`config.mk`:
```
export PLATFORM = sky130hd
export DESIGN_NAME = dmem_arbiter
export DESIGN_NICKNAME = d
export VERILOG_FILES = /design/src/rtl/dmem_arb_pkg.sv /design/src/rtl/dmem_arb_grant.sv /design/src/rtl/dmem_arbiter.sv
export SDC_FILE = /design/constraint.sdc
export NUM_CORES = 1
export LEC_CHECK = 0
export BUFFER_PORTS_ARGS = -buffer_cell sky130_fd_sc_hd__buf_2
export CAP_MARGIN = 20
export CORE_AREA = 8 8 89 75
export CTS_BUF_LIST = sky130_fd_sc_hd__clkbuf_8
export DETAILED_ROUTE_END_ITERATION = 6
export DIE_AREA = 0 0 97 83
export PLACE_DENSITY = 0.81
export SLEW_MARGIN = 20
export SYNTH_ARGS = -nofsm -noshare
export SYNTH_HDL_FRONTEND = slang
export SYNTH_SLANG_ARGS = --single-unit
```
`constraint.sdc`:
```
create_clock -name clk -period 1.9 [get_ports clk]
set_input_delay 0.38 -clock clk [delete_from_list [all_inputs] [get_ports clk]]
set_output_delay 0.38 -clock clk [all_outputs]
set_load 0.02 [all_outputs]
```
`src/rtl/dmem_arb_pkg.sv`:
```
// Shared types for the data-memory arbiter: ownership encoding and the
// request bundle presented by each requester.
package dmem_arb_pkg;

  localparam int DMEM_ADDR_W = 9;
  localparam int DMEM_DATA_W = 32;

  typedef enum logic [1:0] {OWN_NONE, OWN_CPU, OWN_DMA} owner_e;

  typedef struct packed {
    logic                   req;
    logic                   we;
    logic [DMEM_ADDR_W-1:0] addr;
    logic [DMEM_DATA_W-1:0] wdata;
  } dmem_req_t;

endpackage

```
`src/rtl/dmem_arb_grant.sv`:
```
// Combinational fairness rule: picks at most one requester from the
// current requests, the last owner and its consecutive-grant count.
module dmem_arb_grant
  import dmem_arb_pkg::*;
#(
  parameter int MAX_BURST = 4
) (
  input  logic                               cpu_req,
  input  logic                               dma_req,
  input  owner_e                             owner,
  input  logic [$clog2(MAX_BURST+1)-1:0]     burst_cnt,
  output logic                               cpu_gnt,
  output logic                               dma_gnt
);

  localparam int CNT_W = $clog2(MAX_BURST + 1);
  localparam logic [CNT_W-1:0] MAX_CNT = CNT_W'(MAX_BURST);

  logic owner_may_continue;

  always_comb begin
    owner_may_continue = (burst_cnt < MAX_CNT);
    cpu_gnt = 1'b0;
    dma_gnt = 1'b0;
    if (cpu_req && !dma_req) begin
      cpu_gnt = 1'b1;
    end else if (!cpu_req && dma_req) begin
      dma_gnt = 1'b1;
    end else if (cpu_req && dma_req) begin
      // Under contention the current owner keeps the port until its run is used up.
      unique case (owner)
        OWN_CPU: begin
          cpu_gnt = owner_may_continue;
          dma_gnt = !owner_may_continue;
        end
        OWN_DMA: begin
          dma_gnt = owner_may_continue;
          cpu_gnt = !owner_may_continue;
        end
        default: cpu_gnt = 1'b1;
      endcase
    end
  end

endmodule

```
`src/rtl/dmem_arbiter.sv`:
```
// Shares the single-port data memory between the core load/store path and
// a secondary requester, bounding consecutive grants and steering read data.
module dmem_arbiter
  import dmem_arb_pkg::*;
#(
  parameter int DATA_W    = DMEM_DATA_W,
  parameter int ADDR_W    = DMEM_ADDR_W,
  parameter int MAX_BURST = 4
) (
  input  logic              clk,
  input  logic              reset,
  input  logic              cpu_req,
  input  logic              cpu_we,
  input  logic [ADDR_W-1:0] cpu_addr,
  input  logic [DATA_W-1:0] cpu_wdata,
  output logic              cpu_stall,
  output logic              cpu_rvalid,
  output logic [DATA_W-1:0] cpu_rdata,
  input  logic              dma_req,
  input  logic              dma_we,
  input  logic [ADDR_W-1:0] dma_addr,
  input  logic [DATA_W-1:0] dma_wdata,
  output logic              dma_gnt,
  output logic              dma_rvalid,
  output logic [DATA_W-1:0] dma_rdata,
  output logic              mem_wr,
  output logic              mem_rd,
  output logic [ADDR_W-1:0] mem_addr,
  output logic [DATA_W-1:0] mem_wdata,
  input  logic [DATA_W-1:0] mem_rdata
);

  localparam int CNT_W = $clog2(MAX_BURST + 1);
  localparam logic [CNT_W-1:0] MAX_CNT = CNT_W'(MAX_BURST);

  owner_e           owner_q, owner_d;
  owner_e           rsel_q, rsel_d;
  owner_e           gnt_owner;
  logic [CNT_W-1:0] burst_cnt_q, burst_cnt_d;
  logic             rpend_q, rpend_d;
  logic             cpu_req_en, dma_req_en;
  logic             cpu_granted, dma_granted, granted, gnt_we;

  // Requests are masked while reset is held so nothing reaches memory.
  assign cpu_req_en = cpu_req & reset;
  assign dma_req_en = dma_req & reset;

  dmem_arb_grant #(
    .MAX_BURST (MAX_BURST)
  ) u_grant (
    .cpu_req   (cpu_req_en),
    .dma_req   (dma_req_en),
    .owner     (owner_q),
    .burst_cnt (burst_cnt_q),
    .cpu_gnt   (cpu_granted),
    .dma_gnt   (dma_granted)
  );

  always_comb begin
    granted   = cpu_granted | dma_granted;
    gnt_owner = dma_granted ? OWN_DMA : OWN_CPU;
    gnt_we    = dma_granted ? dma_we : cpu_we;
    mem_addr  = dma_granted ? dma_addr : cpu_addr;
    mem_wdata = dma_granted ? dma_wdata : cpu_wdata;
    mem_wr    = granted & gnt_we;
    mem_rd    = granted & ~gnt_we;

    owner_d     = OWN_NONE;
    burst_cnt_d = '0;
    rsel_d      = rsel_q;
    rpend_d     = 1'b0;
    if (granted) begin
      owner_d = gnt_owner;
      if (gnt_owner == owner_q) begin
        burst_cnt_d = (burst_cnt_q == MAX_CNT) ? burst_cnt_q : burst_cnt_q + CNT_W'(1);
      end else begin
        burst_cnt_d = CNT_W'(1);
      end
      rpend_d = ~gnt_we;
      rsel_d  = gnt_owner;
    end
  end

  always_ff @(posedge clk) begin
    if (!reset) begin
      owner_q     <= OWN_NONE;
      burst_cnt_q <= '0;
      rsel_q      <= OWN_CPU;
      rpend_q     <= 1'b0;
    end else begin
      owner_q     <= owner_d;
      burst_cnt_q <= burst_cnt_d;
      rsel_q      <= rsel_d;
      rpend_q     <= rpend_d;
    end
  end

  assign cpu_stall  = cpu_req & ~cpu_granted;
  assign dma_gnt    = dma_req & dma_granted;
  assign cpu_rvalid = reset & rpend_q & (rsel_q == OWN_CPU);
  assign dma_rvalid = reset & rpend_q & (rsel_q == OWN_DMA);
  assign cpu_rdata  = mem_rdata;
  assign dma_rdata  = mem_rdata;

endmodule

```
==> results by group, run 1 <==
Clock tree
  • H-tree depth: 1
  • TritonCTS Buffers: 3
  • Root Buffer: clkbuf_8
  • Clock sinks: 8
  • Clock Pin Slew Worst Setup and Hold Paths: 0.04 ns
  • CTS tree: done
  • Hold_buf cts: 0
  • Clk_lat worst skew: 0.23 ns
  • Clock Tree Buf Depth: 2

Outcome
  • Run status: finished with violations
  • Failing checks: setup timing

Hold path
  • Worst Hold Class: in2reg

Timing
  • Finish-stage setup viols: 44
  • Slew Limit Fails: 0
  • Final Hold Slack: 0.422 ns
  • RSZ-0062 raised after global routing: yes
  • Final Skew: 0.00468 ns
  • Worst setup margin: -0.208 ns
  • Setup tns final: -7.77 ns
  • Worst slew margin: 76.5%
  • FMAX: 0.474 GHz
  • Fin crit share: 111%
  • Final Critical Period: 2.11 ns
  • Worst-Margin Slew: 0.349 ns
  • Final hold vios: 0

Yosys
  • Commonest register cell after synthesis: dfxtp_1
  • Syn avg cell area: 5.99 µm²
  • Sequential-to-total area share from yosys stat: 10.5%
  • Mapped cell area: 1520 µm²
  • Post-Syn Nets: 378
  • Post-synth EDFFs: 0
  • Synth cell types: 29
  • Yosys reg bits: 8
  • YS warnings: 0
  • Async S/R FF share, synth: 0%
  • Synthesized instance count: 254

Global routing
  • Remaining Overflow, GRT: 0
  • GR Util All Layers: 15.7%
  • Pin count of the biggest net entering global routing: 16
  • First-pass GRT wire length: 10,600 µm
  • Vias in the first global route: 2,122
  • Initial antenna violation count: 0

Power and ir drop
  • Static leakage: 1.47 nW
  • Maximum VDD drop: 0.183 mV
  • Pwr/cell area: 400 nW/µm²

Placement
  • Post-DP HPWL: 4650 µm
  • Count of input and output buffers: 134
  • Place WS: -0.0802 ns
  • GP Congestion: 0.807
  • Dpl cells: 390

Critical path
  • Arrival @ worst endpoint: 1.73 ns
  • WS Path Type: reg2out
  • CP endpoint kind: output port
  • WP data required: 1.52 ns
  • CP Launch Type: register
  • CP Max Fanout: 5

Die
  • Die W: 97 µm
  • Top Ports: 231
  • Die Height: 83 µm
  • Core footprint: 5260 µm²
  • Initial core utilization: 29.0%
  • Die Area: 8050 µm²
  • Std-Cell Rows: 24

Route
  • Pre-Repair DR Iteration Count: 4
  • Iter 0 DRT Violations: 64
  • Drt drc: 0
  • Vias: 1,863
  • Final antenna-violating net count: 0
  • Routed len/inst: 16.6 µm
  • Routed WL: 6790 µm
  • Vias per cell: 4.57

Finish
  • Share of layout cells above drive strength 1: 67.3%
  • Nets: 469
  • Final std cells w/o fill: 408
  • Syn-to-layout area delta: 75.5%
  • # diodes: 0

Job
  • Max_cap viols: 0
[layout make-up]
cell class              count  area, µm²
fillers                   487       2580
repair buffers            161       1340
multi-input cells         165       1010
flip-flops and latches      8        168
well taps                  65       81.3
clock buffers               3       41.3
inverters                   6       32.5
[worst paths after layout]
| check | startpoint | end | slack [ns] | cells past startpoint |
|---|---|---|---|---|
| min | dma_we | rpend_q | 0.42 | 2 |
| max reg2reg | owner_q[0] | burst_cnt_q[0] | 0.18 | 10 |
| min reg2reg | burst_cnt_q[1] | burst_cnt_q[1] | 0.48 | 2 |
| max | owner_q[0] | mem_addr[4] | -0.21 | 10 |
[Yosys cell counts, types with 2 or more instances]
master	number	area, µm²
nand2_1	132	495
inv_1	5	18.8
nor3_1	2	10.0
nand2b_1	2	12.5
a21oi_1	2	10.0
buf_6	6	67.6
dfxtp_1	8	160
nand3_1	2	10.0
buf_2	3	15.0
buf_4	65	488
ha_1	4	50.1
o22ai_1	2	12.5
o21ai_0	2	10.0
nor2_1	3	11.3
nor3b_1	2	15.0
[placed cells by master, fill, tap and decap left out, drive strengths merged, types with 2 or more instances in the layout]
cell type  Yosys  final
nor3           3      3
a211oi         2      2
nand2        132    132
a21oi          2      2
mux2i          2      2
clkbuf         1      4
nor2           3      3
o21ai          2      2
inv            6      6
nand2b         2      2
o22ai          2      2
ha             4      4
dfxtp          8      8
nor3b          2      2
nand3          2      2
buf           74    159
[worst max-delay path: stages (launching register included)]
cell     delay (ns)
dfxtp_4        0.37
inv_4          0.04
ha_4           0.15
mux2i_4        0.17
a21o_4         0.17
buf_12         0.13
buf_12         0.12
buf_12         0.12
nand2_2        0.05
nand2_2        0.06
buf_6          0.11
[cells by family after synthesis]
group / after synthesis / share of synthesized area, %
AOI/OAI and AO/OA: 12 / 5.92
xor gates and xnor gates: 1 / 0.575
adders and majority gates: 4 / 3.29
buffers and inverters: 81 / 39.2
DFF: 8 / 10.5
muxes: 2 / 1.56
and+or+nand+nor: 146 / 38.9
[registers in the layout (all words and copies together) (netlist names)]
name	flops
burst_cnt_q	3
rsel_q	2
owner_q	2
rpend_q	1
[what timing repair did]
| item | in CTS | in global routing |
|---|---|---|
| buffers inserted | 10 | 0 |
| pin swaps | 28 | 8 |
| gates cloned | 4 | 1 |
| setup endpoints to repair | 45 | 45 |
| gates resized for setup | 153 | 27 |
[stage by stage]
stage               util, %  power [mW]  area, µm²
global placement       34.8       0.624       1830
detailed placement     34.8       0.633       1830
finish                 50.9        1.07       2670
global route           50.9        1.13       2670
floorplan                 -       0.623       1520
CTS                    48.8        1.05       2560
[metal layers]
layer	up-vias	GRT usage, %	part of all wire (%)
met2	137	28.1	50
met3	18	9.35	14
li1	899	-	-
met1	809	14.1	34
met4	0	6.00	2.4
met5	-	0	0
[report_power, final]
group / switching [mW] / internal [mW]
sequential: 0.00775 / 0.177
combinational: 0.331 / 0.350
clock: 0.0654 / 0.137
total: 0.404 / 0.664
Note: power is estimated with default switching activity, not from simulation.
==> run 2, diff against run 1 <==
- CORE_AREA: 8 8 89 75 -> 8 8 93 79
- DIE_AREA: 0 0 97 83 -> 0 0 101 87
- PLACE_DENSITY: 0.81 -> 0.77
- clock period: 1.9 -> 1.8 ns (I/O delays scaled with it)
==> run 2 against run 1 <==
  * The run still ends with setup timing left
  * Cell count up 6.1%
  * Power grew 9.4%
  * Count of clock-buffer cells in the layout unchanged
  * Clock skew decreased by 0.0015 ns
  * Setup slack worse by 0.12 ns
  * Non-clock buffer count up 6
  * Die area rose by 9.1%
  * Via count grew 2.3%
  * Global-route usage shrank 1.2 points
  * Flip-flop and latch count is the same
  * Highest routed layer unchanged
==> results by group, run 2 (synthesis gave the netlist of run 1 again) <==
Finish
  • Commonest non-fill, non-tap cell in the layout: buf_2
  • Top reg by flops: burst_cnt_q
  • Share of layout cells above drive strength 1: 79.4%
  • Largest registers: burst_cnt_q x3, owner_q x2, rsel_q x2
  • Most frequent cells in the layout: buf_2 (89), nand2_2 (83), buf_6 (48)
  • Syn-to-layout area delta: 84.6%
  • Nets: 475
  • Fin util: 46.9%
  • # diodes: 0
  • Max FFs per register: 3

Die
  • Std-Cell Rows: 26
  • Die Height: 87 µm
  • Die Area: 8790 µm²
  • Core footprint: 5990 µm²
  • Initial core utilization: 25.4%
  • Top Ports: 231
  • Die W: 101 µm

Job
  • Max_cap viols: 0

Timing
  • Worst-Margin Slew: 0.446 ns
  • Final hold vios: 0
  • Worst slew margin: 70.1%
  • RSZ-0062 raised after global routing: yes
  • Finish-stage setup viols: 45
  • Fin crit share: 118%
  • FMAX: 0.469 GHz
  • Setup tns final: -12.93 ns
  • Final Skew: 0.00317 ns
  • Final Critical Period: 2.13 ns
  • Slew Limit Fails: 0
  • Worst setup margin: -0.332 ns
  • Final Hold Slack: 0.384 ns

Route
  • Routed len/inst: 16.9 µm
  • Final antenna-violating net count: 0
  • Vias per cell: 4.40
  • Vias: 1,905
  • Iter 0 DRT Violations: 56
  • Routed WL: 7300 µm
  • Pre-Repair DR Iteration Count: 4
  • Drt drc: 0

Power and ir drop
  • Total power: 1.17 mW
  • Pwr/cell area: 416 nW/µm²
  • Static leakage: 1.47 nW
  • Maximum VDD drop: 0.154 mV

Global routing
  • First-pass GRT wire length: 9960 µm
  • Pin count of the biggest net entering global routing: 17
  • Remaining Overflow, GRT: 0
  • GR Util All Layers: 14.5%
  • Vias in the first global route: 2,031
  • Initial antenna violation count: 0

Critical path
  • CP Max Fanout: 8
  • Arrival @ worst endpoint: 1.77 ns
  • CP endpoint kind: output port
  • R2r setup slk: 0.05 ns
  • WP data required: 1.44 ns
  • CP Launch Type: register
  • Reg2Reg Depth: 9
  • Reg2reg end: burst_cnt_q[0]
  • WS Path Type: reg2out
  • Beginning of the worst register-to-register path: owner_q[0]

Hold path
  • Hold Startpoint: dma_we
  • Worst Hold Class: in2reg
  • Worst hold path depth: 2
  • Hold EP: rpend_q

Clock tree
  • Clock Tree Buf Depth: 2
  • Clock sinks: 8
  • Root Buffer: clkbuf_8
  • H-tree depth: 1
  • TritonCTS Buffers: 3
  • Clock Pin Slew Worst Setup and Hold Paths: 0.04 ns
  • Clk_lat worst skew: 0.23 ns
  • CTS tree: done

Placement
  • Post-DP HPWL: 4710 µm
  • Count of input and output buffers: 134
  • GP Congestion: 0.838

Outcome
  • Failing checks: setup timing
  • Run status: finished with violations
==> run 2: cell types whose count changed in the layout (fill, tap and decap cells not counted), sizes merged <==
cell    delta
buf        +6
clkbuf     +1
bufbuf     -1
==> run 2: what timing repair did <==
item	in CTS	in global routing
gates resized for setup	128	53
pin swaps	7	5
setup endpoints to repair	45	50
cloned	5	2
hold buffers	0	0
buffers inserted	12	4
==> run 2: layer usage <==
| layer | vias up | part of all wire [%] | global-route usage, % |
|---|---|---|---|
| met5 | - | 0 | 0 |
| met4 | 0 | 1.0 | 4.59 |
| met3 | 14 | 12 | 7.51 |
| met2 | 123 | 52 | 27.7 |
| met1 | 856 | 35 | 12.9 |
| li1 | 912 | - | - |
==> run 2: cell type report <==
| type | count | area (µm²) |
|---|---|---|
| well taps | 84 | 105 |
| clock buffers | 3 | 41.3 |
| inverters | 6 | 35.0 |
| repair buffers | 167 | 1380 |
| multi-input cells | 165 | 1080 |
| fillers | 593 | 3180 |
| flip-flops and latches | 8 | 168 |
==> run 2: stage by stage <==
step           cell area (µm²)  instances  worst slack (ns)
2_1_floorplan             1630        254           0.00172
3_3_place_gp              1950        410           -0.0577
3_5_place_dp              1950        410            -0.116
4_1_cts                   2570        430            -0.322
5_1_grt                   2810        433            -0.393
6_report                  2810        433            -0.332
==> run 2: worst max path at each step <==
| stage | from | end | cells after the start |
|---|---|---|---|
| detailed placement | owner_q[0] | mem_addr[6] | 8 |
| finish | owner_q[0] | dma_gnt | 9 |
| CTS | owner_q[1] | mem_wr | 9 |
| global placement | owner_q[0] | mem_wdata[0] | 8 |
| floorplan | owner_q[0] | cpu_stall | 4 |
| global route | owner_q[0] | mem_wr | 9 |
==> run 2: worst max-delay path, stage by stage, from the launching register on <==
cell and delay [ns]:
dfxtp_4 0.37, inv_4 0.04, ha_4 0.16, mux2i_4 0.17, a21o_4 0.18, buf_6 0.11
inv_8 0.06, clkbuf_16 0.17, buf_4 0.14, buf_6 0.12
==> run 2: where the power goes <==
| part | leakage (nW) | internal (mW) | switching [mW] | total [mW] |
|---|---|---|---|---|
| logic | 1.38 | 0.386 | 0.370 | 0.756 |
| clock network | 0.0216 | 0.145 | 0.0721 | 0.217 |
| registers | 0.0671 | 0.187 | 0.00882 | 0.196 |
| total | 1.47 | 0.718 | 0.451 | 1.17 |
==> run 3, diff against run 2 <==
- ABC_AREA: default -> 1
- CORE_AREA: 8 8 93 79 -> 8 8 93 78
- CTS_CLUSTER_DIAMETER: default -> 50
- DIE_AREA: 0 0 101 87 -> 0 0 101 86
- PLACE_DENSITY: 0.77 -> 0.78
==> run 3 against run 2 <==
  * The flow still finishes with violations (setup timing)
  * Register-to-register slack worse by 0.06 ns
  * Via count up 4.4%
  * Worst hold slack better by 0.088 ns
  * Synthesized area down 0.74%
  * Setup slack better by 0.075 ns
  * Global-route usage down 0.35 points
  * Cell count up 4.6%
  * Sequential share of layout area down 0.16 points
  * Maximum frequency up 3.7%
  * First-iteration DRC count down 55%
  * Clock power about the same
  * Critical path type unchanged
  * Largest power group unchanged
  * Highest routed layer unchanged
==> results by group, run 3 <==
Finish
  • Nets: 498
  • Register area: 166 µm²
  • Commonest non-fill, non-tap cell in the layout: buf_2
  • Top reg by flops: burst_cnt_q
  • Max FFs per register: 3
  • Most frequent cells in the layout: buf_2 (89), nand2_1 (71), nand2_2 (62)
  • # diodes: 0
  • Design Area, Final: 2870 µm²
  • Fin util: 49.8%
  • Share of layout cells above drive strength 1: 71.2%
  • Layout fillers: 548
  • Largest registers: burst_cnt_q x3, owner_q x2, rsel_q x2
  • Area of the multi-input gates: 1080 µm²
  • Syn-to-layout area delta: 89.6%

Yosys
  • Synth cell types: 19
  • Async S/R FF share, synth: 0%
  • Post-synth EDFFs: 0
  • Post-synth top cells: nand2_1 (147), buf_4 (68), inv_1 (15)
  • Top cell type's share of synthesized area: 36.5%
  • Post-Syn Nets: 400
  • Syn avg cell area: 5.48 µm²
  • Most frequent cell after synthesis: nand2_1
  • Mapped cell area: 1510 µm²
  • Sequential-to-total area share from yosys stat: 10.6%
  • Yosys top cell by area: nand2_1
  • Synthesized instance count: 276
  • Top cells by area, synth: nand2_1 (37%), buf_4 (34%), dfxtp_1 (11%), inv_1 (3.7%), ha_1 (3.3%)
  • Commonest register cell after synthesis: dfxtp_1
  • Yosys reg bits: 8
  • YS warnings: 0

Global routing
  • First-pass GRT wire length: 9830 µm
  • Met2 usage: 27.9%
  • Met3 usage: 5.99%
  • Vias in the first global route: 2,060
  • GR Util All Layers: 14.2%
  • Most used routing layer: met2
  • Remaining Overflow, GRT: 0
  • Initial antenna violation count: 0
  • Pin count of the biggest net entering global routing: 22
  • GR Layer Usage met1: 12.7%

Placement
  • Placed cell areas: 1820 µm²
  • GP Congestion: 0.831
  • Count of input and output buffers: 134
  • Post-DP HPWL: 4510 µm

Power and ir drop
  • Pwr/cell area: 418 nW/µm²
  • Maximum VDD drop: 0.330 mV
  • Static leakage: 1.60 nW

Die
  • Top Ports: 231
  • Core footprint: 5760 µm²
  • Die Area: 8690 µm²
  • Initial core utilization: 26.3%
  • Die W: 101 µm
  • Die Height: 86 µm
  • Std-Cell Rows: 25

Critical path
  • WP data required: 1.44 ns
  • CP Cell Sequence: inv_2 -> ha_4 -> nand2_4 -> nand3_4 -> nand2_8 -> buf_12 -> inv_16 -> buf_16 -> nand2_1 -> nand2_2 -> buf_6
  • CP Launch Type: register
  • WP buf/inv: 5
  • Arrival @ worst endpoint: 1.70 ns
  • Worst path slowest cell: dfxtp_4
  • WS Path Type: reg2out
  • CP Max Fanout: 11
  • CP endpoint kind: output port
  • Largest stage delay, worst path: 0.35 ns
  • CP delay by family, top: buffers and inverters

Timing
  • Final hold vios: 0
  • FMAX: 0.486 GHz
  • Worst setup margin: -0.257 ns
  • Final Critical Period: 2.06 ns
  • Final Skew: 0.00260 ns
  • Worst-Margin Slew: 0.245 ns
  • Final Hold Slack: 0.472 ns
  • Setup tns final: -9.17 ns
  • Fin crit share: 114%
  • Finish-stage setup viols: 46
  • RSZ-0062 raised after global routing: yes
  • Worst slew margin: 83.6%
  • Slew Limit Fails: 0

Clock tree
  • TritonCTS Buffers: 3
  • H-tree depth: 1
  • Clock Tree Buf Depth: 2
  • Clk_lat worst skew: 0.23 ns
  • Clock sinks: 8
  • Root Buffer: clkbuf_8
  • CTS tree: done
  • Hold_buf cts: 0
  • Clock Pin Slew Worst Setup and Hold Paths: 0.04 ns

Route
  • Iter 0 DRT Violations: 25
  • Routed len/inst: 16.4 µm
  • Vias per cell: 4.39
  • Pre-Repair DR Iteration Count: 4
  • Drt drc: 0
  • Vias: 1,989
  • Routed WL: 7440 µm
  • Final antenna-violating net count: 0

Outcome
  • Run status: finished with violations
  • Failing checks: setup timing

Job
  • Max_cap viols: 0

Hold path
  • Worst Hold Class: in2reg
## run 3: changes by cell type in the layout (fill, tap and decap cells not counted), moves of 3 or more
cell and delta:
inv_2 +4, nor2_1 +4, nand2_2 -21, nand2_4 +11
inv_1 +9, buf_4 -3, nand3_1 +3, nand2_1 +26
## run 3: routing by layer
layer | wire, µm | vias up | part of all wire [%]
li1 | - | 952 | -
met4 | 136 | 0 | 1.8
met1 | 2550 | 902 | 34
met3 | 746 | 20 | 10
met5 | 0 | - | 0
met2 | 4010 | 115 | 54
## run 3: final cells by class
class,count,share of cell area (%)
Clock buffer,3,1.44
Inverter,18,3.01
Multi-Input combinational cell,177,37.6
Sequential cell,8,5.81
Tap cell,81,3.54
Timing Repair Buffer,166,48.6
## run 3: path summary, 6_finish.rpt
check	startpoint	end	slack [ns]	cells after the start
max	owner_q[0]	mem_addr[1]	-0.26	11
min	reset	rsel_q[0]	0.47	3
max reg2reg	owner_q[0]	burst_cnt_q[2]	-0.01	14
min reg2reg	rsel_q[0]	rsel_q[0]	0.50	2
## run 3: cell families after synthesis
logic type               count (synthesis)  synth area share, %
AO/OA/AOI/OAI                            5                 1.82
XOR/XNOR                                 2                 1.16
adder cells (fa/ha/maj)                  4                 3.31
buffers and inverters                   91                 40.3
flip-flops                               8                 10.6
AND/OR/NAND/NOR                        166                 42.8
## run 3: power by group
part / switching (mW) / leakage [nW] / internal [mW] / total [mW]
registers: 0.00761 / 0.0673 / 0.188 / 0.196
logic: 0.389 / 1.51 / 0.394 / 0.783
clock network: 0.0741 / 0.0216 / 0.145 / 0.219
## run 3: per-stage QoR
stage	setup WS (ns)	std cells	power, mW
6_report	-0.257	453	1.20
5_1_grt	-0.323	453	1.27
4_1_cts	-0.220	442	1.09
3_5_place_dp	-0.00216	424	0.671
3_3_place_gp	0.0361	424	0.662
2_1_floorplan	0.125	276	0.658
## run 3: repair_timing
action                     CTS  global route
setup endpoints to repair   45            49
pin swaps                   28            15
cloned                       3             4
gates resized for setup    141            80
setup buffers               12             7
## run 3: worst min-delay path, stage by stage
cell     delay [ns]
buf_2          0.09
buf_4          0.13
nand3_1        0.07
